===== src/rtl/core_pkg.sv =====
// Shared core types and defaults for the fetch/decode boundary.
// Holds widths, the NOP bubble word and the stage occupancy encoding.
package core_pkg;

  localparam int DEF_XLEN = 32;
  localparam int DEF_ILEN = 32;

  // ADDI x0,x0,0
  localparam logic [31:0] DEF_NOP_INSN = 32'h0000_0013;

  typedef struct packed {
    logic [DEF_ILEN-1:0] insn;
    logic [DEF_XLEN-1:0] pc;
  } fetch_pkt_t;

  typedef enum logic [1:0] {
    OCC_EMPTY = 2'd0,
    OCC_ONE   = 2'd1,
    OCC_TWO   = 2'd2
  } occ_e;

  function automatic fetch_pkt_t mk_pkt(
    input logic [DEF_ILEN-1:0] insn,
    input logic [DEF_XLEN-1:0] pc
  );
    fetch_pkt_t p;
    p.insn = insn;
    p.pc   = pc;
    return p;
  endfunction

endpackage


===== src/rtl/pipe_skid_entry.sv =====
// Single valid+payload holding register with load and clear.
// Clear drops valid and replaces the CLR_MASK bits with RST_VAL.
module pipe_skid_entry #(
  parameter int           W        = 64,
  parameter logic [W-1:0] RST_VAL  = '0,
  parameter logic [W-1:0] CLR_MASK = '0
) (
  input  logic         clk,
  input  logic         rst,
  input  logic         load,
  input  logic         clear,
  input  logic [W-1:0] d,
  output logic         valid,
  output logic [W-1:0] q
);

  logic         valid_d, valid_q;
  logic [W-1:0] data_d, data_q;

  always_comb begin
    valid_d = valid_q;
    data_d  = data_q;
    if (clear) begin
      valid_d = 1'b0;
      data_d  = (data_q & ~CLR_MASK) | (RST_VAL & CLR_MASK);
    end else if (load) begin
      valid_d = 1'b1;
      data_d  = d;
    end
  end

  always_ff @(posedge clk or posedge rst) begin
    if (rst) begin
      valid_q <= 1'b0;
      data_q  <= RST_VAL;
    end else begin
      valid_q <= valid_d;
      data_q  <= data_d;
    end
  end

  assign valid = valid_q;
  assign q     = data_q;

endmodule


===== src/rtl/if_id_pipe_reg.sv =====
// IF/ID stage: valid/ready handshake with a 2-entry skid buffer.
// Optional perf counters enabled by defining IF_ID_PERF_CNT_EN.
module if_id_pipe_reg
  import core_pkg::*;
#(
  parameter int              XLEN     = DEF_XLEN,
  parameter int              ILEN     = DEF_ILEN,
  parameter logic [ILEN-1:0] NOP_INSN = ILEN'(DEF_NOP_INSN)
) (
  input  logic            clk,
  input  logic            rst,
  input  logic            up_valid,
  output logic            up_ready,
  input  logic [ILEN-1:0] up_insn,
  input  logic [XLEN-1:0] up_pc,
  input  logic            flush,
  output logic            dn_valid,
  input  logic            dn_ready,
  output logic [ILEN-1:0] dn_insn,
  output logic [XLEN-1:0] dn_pc,
  output logic [1:0]      occupancy
`ifdef IF_ID_PERF_CNT_EN
  ,
  output logic [31:0]     stall_cnt,
  output logic [31:0]     bubble_cnt
`endif
);

  localparam int W = ILEN + XLEN;

  // Clearing main swaps the insn field for NOP but keeps the PC.
  localparam logic [W-1:0] MAIN_RST  = {NOP_INSN, {XLEN{1'b0}}};
  localparam logic [W-1:0] MAIN_MASK = {{ILEN{1'b1}}, {XLEN{1'b0}}};

  occ_e state_q, state_d;

  logic         main_valid, skid_valid;
  logic [W-1:0] main_q, skid_q, main_d, up_pkt;
  logic         main_load, main_clr;
  logic         skid_load, skid_clr;
  logic         push, pop;

  assign up_pkt = {up_insn, up_pc};
  assign push   = up_valid & up_ready;
  assign pop    = main_valid & dn_ready;

  always_comb begin
    state_d   = state_q;
    main_load = 1'b0;
    main_clr  = 1'b0;
    main_d    = up_pkt;
    skid_load = 1'b0;
    skid_clr  = 1'b0;
    if (flush) begin
      state_d  = OCC_EMPTY;
      main_clr = 1'b1;
      skid_clr = 1'b1;
    end else begin
      unique case (state_q)
        OCC_EMPTY: begin
          if (push) begin
            state_d   = OCC_ONE;
            main_load = 1'b1;
          end
        end
        OCC_ONE: begin
          if (pop && push) begin
            main_load = 1'b1;
          end else if (pop) begin
            state_d  = OCC_EMPTY;
            main_clr = 1'b1;
          end else if (push) begin
            state_d   = OCC_TWO;
            skid_load = 1'b1;
          end
        end
        OCC_TWO: begin
          if (pop) begin
            state_d   = OCC_ONE;
            main_load = 1'b1;
            main_d    = skid_q;
            skid_clr  = 1'b1;
          end
        end
        default: begin
          state_d  = OCC_EMPTY;
          main_clr = 1'b1;
          skid_clr = 1'b1;
        end
      endcase
    end
  end

  always_ff @(posedge clk or posedge rst) begin
    if (rst) state_q <= OCC_EMPTY;
    else     state_q <= state_d;
  end

  pipe_skid_entry #(
    .W        (W),
    .RST_VAL  (MAIN_RST),
    .CLR_MASK (MAIN_MASK)
  ) u_main (
    .clk   (clk),
    .rst   (rst),
    .load  (main_load),
    .clear (main_clr),
    .d     (main_d),
    .valid (main_valid),
    .q     (main_q)
  );

  pipe_skid_entry #(
    .W        (W),
    .RST_VAL  ('0),
    .CLR_MASK ('0)
  ) u_skid (
    .clk   (clk),
    .rst   (rst),
    .load  (skid_load),
    .clear (skid_clr),
    .d     (up_pkt),
    .valid (skid_valid),
    .q     (skid_q)
  );

  assign up_ready  = ~skid_valid;
  assign dn_valid  = main_valid;
  assign dn_insn   = main_q[W-1:XLEN];
  assign dn_pc     = main_q[XLEN-1:0];
  assign occupancy = state_q;

`ifdef IF_ID_PERF_CNT_EN
  logic [31:0] stall_d, stall_q;
  logic [31:0] bubble_d, bubble_q;

  always_comb begin
    stall_d  = stall_q;
    bubble_d = bubble_q;
    if (main_valid && !dn_ready) stall_d = stall_q + 32'd1;
    if (flush && (main_valid || skid_valid)) bubble_d = bubble_q + 32'd1;
  end

  always_ff @(posedge clk or posedge rst) begin
    if (rst) begin
      stall_q  <= '0;
      bubble_q <= '0;
    end else begin
      stall_q  <= stall_d;
      bubble_q <= bubble_d;
    end
  end

  assign stall_cnt  = stall_q;
  assign bubble_cnt = bubble_q;
`endif

endmodule


===== config.mk =====
export PLATFORM = sky130hd
export DESIGN_NAME = if_id_pipe_reg
export DESIGN_NICKNAME = d
export VERILOG_FILES = /design/src/rtl/core_pkg.sv /design/src/rtl/pipe_skid_entry.sv /design/src/rtl/if_id_pipe_reg.sv
export SDC_FILE = /design/constraint.sdc
export NUM_CORES = 1
export LEC_CHECK = 0
export CAP_MARGIN = 40
export CORE_UTILIZATION = 49
export CTS_CLUSTER_SIZE = 24
export DETAILED_ROUTE_END_ITERATION = 7
export MAX_ROUTING_LAYER = met4
export PLACE_DENSITY = 0.79
export SYNTH_ARGS = -nofsm -noshare
export SYNTH_HDL_FRONTEND = slang
export SYNTH_SLANG_ARGS = --single-unit

===== constraint.sdc =====
create_clock -name clk -period 4.5 [get_ports clk]
set_input_delay 0.45 -clock clk [delete_from_list [all_inputs] [get_ports clk]]
set_output_delay 0.45 -clock clk [all_outputs]
set_load 0.05 [all_outputs]

== Word level (Yosys, flattened, before mapping) ==
Index checks and enable logic that the tools add are counted.

* Bits of input ports: 69
* Flip-flop bits (word level): 132
* Output and inout port bits: 68

* Mux-type cells: 30
* Bitwise gates (word level): 5
* Equal/unequal tests: 6
* Reduce and logical (&&, ||, !) cells: 9

{| class="wikitable"
|+ Operator list
! operator !! number
|-
| 2-to-1 mux 64 bit || 5
|-
| 2-to-1 mux 1 bit || 15
|-
| 2-to-1 mux 2 bit || 6
|-
| != test 3 bit (second input constant) || 3
|-
| one-hot mux 2 bit (3 select lines) || 1
|-
| != test 4 bit (second input constant) || 1
|-
| one-hot mux 1 bit (2 select lines) || 2
|-
| AND reduction 2 bit || 2
|-
| AND reduction 4 bit || 1
|-
| nonzero test 2 bit || 2
|-
| OR reduction 2 bit || 2
|-
| inverter 1 bit || 3
|-
| one-hot mux 1 bit (3 select lines) || 1
|-
| bitwise AND 1 bit || 2
|-
| == test 2 x 1 -> 1 bit (second input constant) || 1
|-
| == test 2 bit (second input constant) || 1
|-
| logical NOT 2 bit || 1
|-
| logical AND 1 bit || 1
|}

== Logic depth before layout (Yosys ltp) ==
Gate-level depths: netlist (run 1).

* Depth in word-level cells: 9
* Gate-level depth with buffers: 7
* Gate-level depth less buffers: 4

== By module ==
Synthesis (run 1) repeated with hierarchy kept, for this count alone.

* Cells, all modules: 414
* Area, all modules: 6627.6 µm²

{| class="wikitable"
|+ By module, submodules not included
! module !! times used !! area an instance (µm²) !! cells each
|-
| pipe_skid_entry (u_skid) || 1 || 2737.6 || 140
|-
| pipe_skid_entry (u_main) || 1 || 2660.1 || 177
|-
| if_id_pipe_reg || 1 || 1229.9 || 97
|}

== Worst setup path after synthesis (run 1) ==
OpenSTA, ideal clock, no wires.

* Kind: reg-to-reg
* Start point: register state_q[1], in the netlist occupancy[1]
* End point: register u_skid.data_q[0], in the netlist u_skid.q[0]
* Arrival time: 1.901 ns
* Library setup time: 0.125 ns
* Setup slack: 2.474 ns
* Cell stages (with the launch flop): 7
* Path buffers: 2
* Cells stage by stage: dfrtp_1 -> inv_1 -> nand4_1 -> or3_1 -> clkbuf_1 -> buf_2 -> mux2_2

* Cells in the longest elaborated chain, start to end: 6
* Elaborated cells on any way between the ends: 10
* Classes of those cells: eq/ne: 2; mux: 4; bitwise: 1; reduce/logical: 3

{| class="wikitable"
|+ RTL lines
! element !! line !! source
|-
| from (decl) || if_id_pipe_reg.sv:35 || <nowiki>occ_e state_q, state_d;</nowiki>
|-
| from (signal assigned) || if_id_pipe_reg.sv:96 || <nowiki>else state_q <= state_d;</nowiki>
|-
| == test 2 x 1 -> 1 bit / logical NOT 2 bit (equally long branches) || if_id_pipe_reg.sv:59 || <nowiki>unique case (state_q)</nowiki>
|-
| OR reduction 2 bit (no source line) || -- ||
|-
| one-hot mux 1 bit (2 select lines) || if_id_pipe_reg.sv:59 ||
|-
| 2-to-1 mux 1 bit || if_id_pipe_reg.sv:54 || <nowiki>if (flush) begin</nowiki>
|-
| inverter 1 bit (no source line) || -- ||
|-
| AND reduction 2 bit (no source line) * || -- ||
|-
| to (signal assigned) || pipe_skid_entry.sv:38 || <nowiki>data_q <= data_d;</nowiki>
|-
| to (decl) || pipe_skid_entry.sv:18 || <nowiki>logic [W-1:0] data_d, data_q;</nowiki>
|}

Mark *: on every way between the ends. The rest lies on a longest branch, timed or not.
A chain may end at the register's enable or synchronous reset.

== Worst setup path in the final report (run 1) ==
* Start point: input port flush
* End point: register u_main.data_q[25], in the netlist u_main.q[25]

* Cells in the longest elaborated chain, start to end: 3
* Elaborated cells on any way between the ends: 5
* Classes of those cells: mux: 3; bitwise: 1; reduce/logical: 1

{| class="wikitable"
|+ RTL lines
! element !! line !! source
|-
| from (decl) || if_id_pipe_reg.sv:16 || <nowiki>input logic flush,</nowiki>
|-
| 2-to-1 mux 1 bit || if_id_pipe_reg.sv:54 ||
|-
| inverter 1 bit (no source line) || -- ||
|-
| AND reduction 2 bit (no source line) || -- ||
|-
| to (signal assigned) || pipe_skid_entry.sv:38 ||
|-
| to (decl) || pipe_skid_entry.sv:18 ||
|}

Parallel ways exist; a longest one is shown, timed or not.

==> results of run 1 <==
[worst max-delay path: stages]
cell	delay, ps
clkdlybuf4s50_1	610
or4b_4	600
o22ai_4	500
buf_4	520
nor2_1	90
a21oi_1	160
[final timing paths]
check	endpoint	start	slack (ps)	cells after the start
hold reg to reg	u_main.q[43]	u_main.q[43]	490	1
min in group clk	u_main.q[43]	u_main.q[43]	490	1
hold / removal	u_main.q[57]	rst	370	2
setup reg to reg	u_main.q[31]	occupancy[0]	2110	5
setup / recovery	u_main.q[25]	flush	1860	6
max in group asynchronous	u_main.q[32]	rst	3110	4
[metrics by stage]
| step | instance area [um2] | hold WS [ps] | power, mW | util [%] | std cells |
|---|---|---|---|---|---|
| 3_3_place_gp | 7048 | 455.5 | 3.112 | 64.45 | 673 |
| 6_report | 7707 | 366.6 | 4.633 | 70.48 | 705 |
| 3_5_place_dp | 7076 | 472.9 | 3.190 | 64.70 | 674 |
| 2_1_floorplan | 5565 | 444.2 | 2.710 | - | 415 |
| 5_1_grt | 7707 | 384.5 | 4.848 | 70.48 | 705 |
| 4_1_cts | 7707 | 365.2 | 4.664 | 70.48 | 705 |
[state kept, by name, indices dropped and copies added (netlist names)]
register and count:
occupancy 2, u_skid.q 64, u_main.valid 1, u_skid.valid 1, u_main.q 64
[logic make-up after synthesis]
| logic type | count (synthesis) |
|---|---|
| muxes | 127 |
| xor gates and xnor gates | 1 |
| AOI/OAI and AO/OA | 72 |
| and+or+nand+nor | 52 |
| DFF | 132 |
| buffers and inverters | 31 |
[power by group through the flow]
stage,Sequential (mW),Combinational (mW),Clock [mW]
CTS,1.83,1.35,1.48
global route,1.88,1.42,1.54
finish,1.83,1.34,1.47
floorplan,2.24,0.472,0
global placement,1.81,1.30,0
detailed placement,1.84,1.35,0
[layout by cell type (no fill, tap or decap), types with 4 or more instances in the layout]
cell type and n:
a21oi_1 35, buf_4 9, bufinv_16 4, clkbuf_16 17, clkdlybuf4s50_1 136, dfrtp_1 129
mux2_2 64, mux2i_1 63, nor2_1 36, nor3_1 4, o2bb2ai_1 29
[layer usage]
layer	wire, um	up-vias	track usage (%)	share of wire [%]
li1	-	1775	-	-
met1	5351	1976	28.99	44
met2	5879	122	35.58	48
met3	886	17	6.992	7.2
met4	136	0	7.625	1.1
met5	0	-	-	0
[area by class of cell]
type,instances,share of cell area (%)
timing repair buffer,147,19.16
inverter,3,0.1786
tap,140,2.273
sequential,132,42.91
clock buffer,20,5.925
multi-input combinational,252,27.29
clock inverter,11,2.273
==> summary.txt, run 1 <==
Outcome: completed
Die height: 108.6 um
Top-count cell post-synth: dfrtp_1
Highest Clock Rate: 0.3785 GHz
Setup Viol. Count Final: 0
Core area: 10940 um2
PD cells: 601.1 nW/um2
Area growth syn-to-layout: 38.49%
CTS tree: built
Largest family of logic cells by synthesized area: multiplexers
Commonest cells post-synth: 129 x dfrtp_1, 64 x mux2_2, 63 x mux2i_1
Drt total wl: 12250 um
Register area: 3307 um2
Resized Gates After CTS: 0
Drt via density: 5.518
Asr flop ratio synth: 100.0%
Final Slew Violations: 0
Required @ worst endpoint: 4820 ps
Number of diodes: 0
Postcts setup bufs: 0
Initial DRC Count: 187
Sw Pwr: 1.492 mW
Fin worst setup slack: 1858 ps
CP arrival: 2960 ps
Pre-CTS WS: 1540 ps
Seq/Total Area, Yosys: 59.42%
Internal: 3.141 mW
CP endpoint kind: register
H-tree levels: 4
Simple-Gate Fraction of Synth Area: 4.092%
Proportion of layout cells with a drive suffix above 1: 20.53%
Sw frac: 32.20%
Port Buf Inserts: 136
Cell count after synthesis: 415
Clock Latency Late Sink: 410 ps
Cell Area, Synth: 5565 um2
Comb power frac: 28.9%
WS Path Type: in2reg
I/O pin count: 137
Initial core utilization: 50.89%
# rows: 38
Die footprint: 11790 um2
Antenna violations before repair: 0
Reg power frac: 39.5%
Layout Nets: 622
Synth cell types: 29
Clock group share of total power: 31.6%
Post-synth top area share: 58.00%
Tcrit/Tclk final: 58.72%
HP Class: in2async
Relative slew slack: 47.06%
RSZ-0062 raised after global routing: false
Largest net degree at the start of global routing: 58
Minimum clock period: 2642 ps
Xor-xnor portion of the synthesized cell area: 0.1574%
Static Leak: 3.091 nW
Via Count: 3890
Area contributors post-synth: dfrtp_1 58%, mux2_2 13%, mux2i_1 11%, o2bb2ai_1 4.6%, a21oi_1 3.1%
Syn nets: 484
Setup TNS: 0 ps
Post-synthesis adder-cell area fraction: 0%
Slew @ Worst Pin: 794.1 ps
Area leader, netlist: dfrtp_1
Die W: 108.6 um
Worst setup SP type: input pin
Mux cell area share after synthesis: 24.28%
1st-pass router iterations: 4
Final ANT Viol Nets: 0
Max VDD drop: 0.3479 mV
Clk slew on worst S/H paths: 60 ps
# DRC: 0
First-pass GRT wire length: 19910 um
Filler cells: 783
HPWL Detailed: 8335 um
CTS sink cnt: 132
Clock Skew: 11.89 ps
TritonCTS Buffers: 17
Worst Path Max Fanout: 50
Flops & latches, synth: 132
Bufs on Longest Clock Path: 2
Root Buffer: clkbuf_16
Wire length per cell: 17.38 um
Grt total ovfl: 0
Yosys warning count: 0
EDFF count, synth: 0
CTS Hold Bufs: 0
Vias in the first global route: 4112
Max-Cap Viols: 0
Final Hold Fails: 0
Multi-input logic area: 2103 um2
Gr usage total: 23.04%
Primary FF master, synth: dfrtp_1
Routability cong.: 0.7395
Synth Area in Compound Gates: 9.015%
Mean Syn Cell Area: 13.41 um2
Note: power is estimated with default switching activity, not from simulation.
==> inputs of run 2 (changes only) <==
==> constraint.sdc (replaced) <==
create_clock -name clk -period 2.55 [get_ports clk]
set_input_delay 0.255 -clock clk [delete_from_list [all_inputs] [get_ports clk]]
set_output_delay 0.255 -clock clk [all_outputs]
set_load 0.05 [all_outputs]
==> run 2 against run 1 <==
  * Critical path depth down 5
  * Core utilization down 0.16 points
  * Register-to-register slack worse by 1500 ps
  * Total power up 72%
  * Critical path type is now reg2out
==> summary.txt, run 2 (same netlist as run 1, synthesis figures left out) <==
Outcome: completed
Port Buf Inserts: 136 (unchanged)
Via Count: 3799 (-2.3%)
Number of diodes: 0 (unchanged)
Clk slew on worst S/H paths: 50 ps (about the same)
I/O pin count: 137 (unchanged)
Die W: 108.6 um (unchanged)
Largest net degree at the start of global routing: 71 (+22%)
Filler cells: 771 (-1.5%)
CP endpoint kind: output port
Highest Clock Rate: 0.4963 GHz
Grt total ovfl: 0 (unchanged)
Postcts setup bufs: 0 (unchanged)
Setup TNS: 0 ps (unchanged)
Final instance area: 7690 um2 (-0.23%)
Critical path's top delay family: buffers and inverters
Tcrit/Tclk final: 79.01%
Required @ worst endpoint: 2300 ps (-2520 ps)
Final Non-Filler Cells: 704 (-0.14%)
Hold_ws: 325.0 ps (-41.58 ps)
Relative slew slack: 63.19% (+16 points)
Layout Nets: 620 (-0.32%)
Max-Cap Viols: 0 (unchanged)
Core area: 10940 um2 (unchanged)
Register area: 3307 um2 (unchanged)
Worst Path Max Fanout: 2 (-96%)
H-tree levels: 4 (unchanged)
Drt total wl: 11960 um (-2.4%)
Initial DRC Count: 162 (-13%)
# rows: 38 (unchanged)
DP Area: 7104 um2 (+0.41%)
CTS Hold Bufs: 0 (unchanged)
CTS tree: built
Drt via density: 5.396 (-2.2%)
Slew @ Worst Pin: 550.4 ps (-243.7 ps)
Final core occ: 70.32% (-0.16 points)
Placed insts: 672 (-0.30%)
Fin worst setup slack: 535.2 ps (-1323 ps)
Gr usage total: 22.17% (-0.88 points)
Most frequent cells in the layout: 136 x clkdlybuf4s50_1, 129 x dfrtp_1, 64 x mux2_2
Critical path cell sequence: clkdlybuf4s50_1
Bufs on Longest Clock Path: 2 (unchanged)
Final Hold Fails: 0 (unchanged)
Static Leak: 3.075 nW (-0.51%)
HP Class: in2async
Power consumption: 7.988 mW (+72%)
Vias in the first global route: 3930 (-4.4%)
Resized Gates After CTS: 0 (unchanged)
Clock Latency Late Sink: 400 ps (about the same)
Area growth syn-to-layout: 38.17%
CP arrival: 1760 ps (-1200 ps)
Proportion of layout cells with a drive suffix above 1: 19.86% (-0.67 points)
# DRC: 0 (unchanged)
Antenna violations before repair: 0 (unchanged)
Multi-input logic area: 2103 um2 (unchanged)
1st-pass router iterations: 7 (+3)
Root Buffer: clkbuf_16
PD cells: 1039 nW/um2 (+73%)
WP buf/inv: 1 (-1)
CTS sink cnt: 132 (unchanged)
RSZ-0062 raised after global routing: false
HPWL Detailed: 7676 um (-7.9%)
Crit-path slowest cell: clkdlybuf4s50_1
WS Path Type: reg2out
Die footprint: 11790 um2 (unchanged)
Max VDD drop: 0.5053 mV (+45%)
First-pass GRT wire length: 19330 um (-2.9%)
Routability cong.: 0.7599 (+2.8%)
Clock Skew: 7.074 ps (-4.813 ps)
Minimum clock period: 2015 ps
Setup Viol. Count Final: 0 (unchanged)
TritonCTS Buffers: 17 (unchanged)
Initial core utilization: 50.89% (unchanged)
Pre-CTS WS: 345.2 ps (-1195 ps)
Final Slew Violations: 0 (unchanged)
Final ANT Viol Nets: 0 (unchanged)
Commonest non-fill, non-tap cell in the layout: clkdlybuf4s50_1
Worst setup SP type: register
Crit path largest cell delay: 830 ps (+220 ps)
Die height: 108.6 um (unchanged)
Wire length per cell: 16.98 um (-2.3%)
## run 2: changes by cell type in the layout (fill, tap and decap cells not counted), moves of 2 or more
cell / before / now
clkinv_2: 1 / 5
clkbuf_1: 1 / 4
buf_12: 1 / 6
buf_4: 9 / 3
inv_6: 2 / 0
## run 2: area by class of cell
class                   instances  share of cell area [%]
clock buffers                  22                   5.906
flip-flops and latches        132                   43.00
clock inverters                10                   1.708
repair buffers                145                   19.56
inverters                       3                  0.1952
multi-input cells             252                   27.35
well taps                     140                   2.278
## run 2: power by group
part | leakage [nW] | internal (mW) | switching [mW]
sequential | 1.59 | 2.84 | 0.397
clock | 0.288 | 1.56 | 0.845
combinational | 1.20 | 1.02 | 1.33
## run 2: layer usage
layer  GRT usage, %  share of wire (%)
met3          7.173                6.7
met1          28.23                 46
met2          33.95                 47
met4          6.371               0.39
met5              -                  0
## run 2: worst paths after layout
path | from | endpoint | slack [ps] | cells past startpoint
min reg2reg | u_main.q[63] | u_main.q[63] | 480 | 1
max reg2reg | occupancy[1] | u_skid.q[57] | 560 | 5
max in group asynchronous | rst | u_main.q[32] | 1880 | 3
min | rst | u_main.q[5] | 320 | 3
max | u_main.q[33] | dn_insn[1] | 540 | 1
min in group clk | u_main.q[63] | u_main.q[63] | 480 | 1
==> inputs of run 3 (changes only) <==
--- a/config.mk
+++ b/config.mk
@@ -6,11 +6,11 @@
 export NUM_CORES = 1
 export LEC_CHECK = 0
 export CAP_MARGIN = 40
-export CORE_UTILIZATION = 49
+export CORE_UTILIZATION = 45
 export CTS_CLUSTER_SIZE = 24
 export DETAILED_ROUTE_END_ITERATION = 7
 export MAX_ROUTING_LAYER = met4
-export PLACE_DENSITY = 0.79
+export PLACE_DENSITY = 0.77
 export SYNTH_ARGS = -nofsm -noshare
 export SYNTH_HDL_FRONTEND = slang
 export SYNTH_SLANG_ARGS = --single-unit
==> constraint.sdc (replaced) <==
create_clock -name clk -period 1.6 [get_ports clk]
set_input_delay 0.16 -clock clk [delete_from_list [all_inputs] [get_ports clk]]
set_output_delay 0.16 -clock clk [all_outputs]
set_load 0.05 [all_outputs]
==> run 3 against run 2 <==
  * The run now ends with setup timing left
  * Clock power up 60%
  * First-iteration DRC count increased by 33%
  * Via count grew 10%
  * Core utilization grew 2.5 points
  * Non-clock buffer count up 52
  * Critical path depth increased by 6
  * Global-route usage rose by 1.3 points
  * Sequential power grew 62%
  * Combinational power grew 83%
  * Cell count is 8.0% higher
  * Register-to-register slack got worse by 850 ps
  * Clock-buffer cell count increased by 3
  * Critical path type is now reg2reg
  * Critical endpoint is now u_skid.q[59]
  * Largest cell class unchanged
==> summary.txt, run 3 (same netlist as run 1, synthesis figures left out) <==
Port Buf Inserts: 136 (unchanged)
Proportion of layout cells with a drive suffix above 1: 45.68% (+26 points)
Final core occ: 72.78% (+2.5 points)
Fin worst setup slack: -290.8 ps (-826.0 ps)
Grt total ovfl: 0 (unchanged)
Tcrit/Tclk final: 118.2%
CP arrival: 2180 ps (+420 ps)
Antenna violations before repair: 0 (unchanged)
CTS Hold Bufs: 0 (unchanged)
Largest net degree at the start of global routing: 40 (-44%)
Wire length per cell: 20.63 um (+21%)
PD cells: 1535 nW/um2 (+48%)
Clk slew on worst S/H paths: 60 ps (about the same)
Core area: 12010 um2 (+9.8%)
Internal: 8.965 mW (+66%)
Highest Clock Rate: 0.5289 GHz
CTS tree: built
Bufs on Longest Clock Path: 2 (unchanged)
HP Class: in2async
# DRC: 0 (unchanged)
Power consumption: 13.42 mW (+68%)
Minimum clock period: 1891 ps
Area growth syn-to-layout: 57.08%
Slew @ Worst Pin: 446.9 ps (-103.5 ps)
Via Count: 4180 (+10%)
Drt via density: 5.500 (+1.9%)
Required @ worst endpoint: 1890 ps (-410 ps)
Max-Cap Viols: 0 (unchanged)
Outcome: finished with violations
Crit path largest cell delay: 450 ps (-380 ps)
Drt total wl: 15680 um (+31%)
Comb power frac: 32.3% (+2.8 points)
Layout Nets: 672 (+8.4%)
Most frequent cells in the layout: 126 x dfrtp_1, 88 x buf_4, 68 x clkdlybuf4s50_1
Initial DRC Count: 215 (+33%)
Root Buffer: clkbuf_16
Die height: 113.2 um (+4.3%)
Static Leak: 3.656 nW (+19%)
Clock Latency Late Sink: 420 ps (+20 ps)
RSZ-0062 raised after global routing: true
Commonest non-fill, non-tap cell in the layout: dfrtp_1
Number of diodes: 0 (unchanged)
Vias in the first global route: 4285 (+9.0%)
Clock group share of total power: 28.7% (-1.3 points)
H-tree levels: 4 (unchanged)
WS Path Type: reg2reg
Max VDD drop: 0.9924 mV (+96%)
Relative slew slack: 70.14% (+7.0 points)
Critical path cell sequence: buf_6 > inv_2 > nand4_1 > or3_4 > buf_12 > buf_16 > mux2_2
1st-pass router iterations: 4 (-3)
Initial core utilization: 46.33% (-4.6 points)
Final Hold Fails: 0 (unchanged)
Setup Viol. Count Final: 128 (+128)
Die W: 113.2 um (+4.3%)
Final Slew Violations: 0 (unchanged)
I/O pin count: 137 (unchanged)
Routability cong.: 0.8414 (+11%)
Die footprint: 12820 um2 (+8.7%)
Violated checks: setup timing
Sw frac: 33.20% (+0.98 points)
Sw Pwr: 4.455 mW (+73%)
Crit-path slowest cell: or3_4
First-pass GRT wire length: 21920 um (+13%)
WP buf/inv: 4 (+3)
HPWL Detailed: 8443 um (+10%)
Worst Path Max Fanout: 6 (+4)
Clock Skew: 9.687 ps (+2.613 ps)
Reg power frac: 39.1% (-1.4 points)
CTS sink cnt: 132 (unchanged)
Final ANT Viol Nets: 0 (unchanged)
TritonCTS Buffers: 17 (unchanged)
Gr usage total: 23.44% (+1.3 points)
Worst setup SP type: register
# rows: 40 (+5.3%)
CP endpoint kind: register
Critical path's top delay family: simple AND/OR/NAND/NOR gates
run 3: cell types whose count changed in the layout (fill, tap and decap cells not counted), sizes merged:
cell           change
buf              +115
clkdlybuf4s50     -68
clkbuf             +8
clkinv             -4
bufinv             -1
inv                -1
run 3: final timing paths:
check	from	endpoint	slack [ps]	depth (start not counted)
max	occupancy[1]	u_skid.q[59]	-290	7
min reg2reg	u_main.q[44]	u_main.q[44]	500	1
max in group asynchronous	rst	u_main.q[22]	960	3
min	rst	u_skid.q[1]	110	2
max reg2reg	occupancy[1]	u_skid.q[59]	-290	7
min in group clk	up_insn[1]	u_main.q[33]	390	3
run 3: through the flow:
step	instances	area, um2	hold slack (ps)	TNS [ps]	setup WS, ps
global route	760	8742	131.7	-32460	-334.5
CTS	753	8270	98.90	-24310	-243.8
finish	760	8742	109.9	-26140	-290.8
detailed placement	707	7301	475.5	-47720	-430.3
floorplan	415	5695	310.5	-46280	-336.0
global placement	707	7301	455.3	-42230	-359.5
run 3: repair_timing:
action                                 in CTS  in global routing
endpoints found under the hold margin       0                  0
setup endpoints to repair                 128                129
buffers inserted                           10                  2
gates resized for setup                    28                 52
pin swaps                                   8                 10
cloned                                      7                  6
run 3: layout make-up:
type	instances	area, um2
multi-input combinational	252	2454
sequential	132	3311
clock inverter	4	70.07
fill	777	3269
tap	147	183.9
timing repair buffer	197	2190
clock buffer	25	515.5
inverter	3	18.77
run 3: power by group through the flow:
stage	registers (mW)	logic, mW	clock network, mW
final	5.24	4.33	3.85
after global routing	5.35	4.54	4.04
after CTS	5.14	4.05	3.89
after detailed placement	5.19	3.80	0
after global placement	5.10	3.69	0
after floorplan	6.30	1.36	0
run 3: layer usage:
metal	vias up	wire length, um	share of wire [%]	GRT usage [%]
li1	1872	-	-	-
met2	147	7986	51	39.30
met4	0	340	2.2	6.930
met3	32	848	5.4	5.945
met5	-	0	0	-
met1	2129	6502	41	27.95
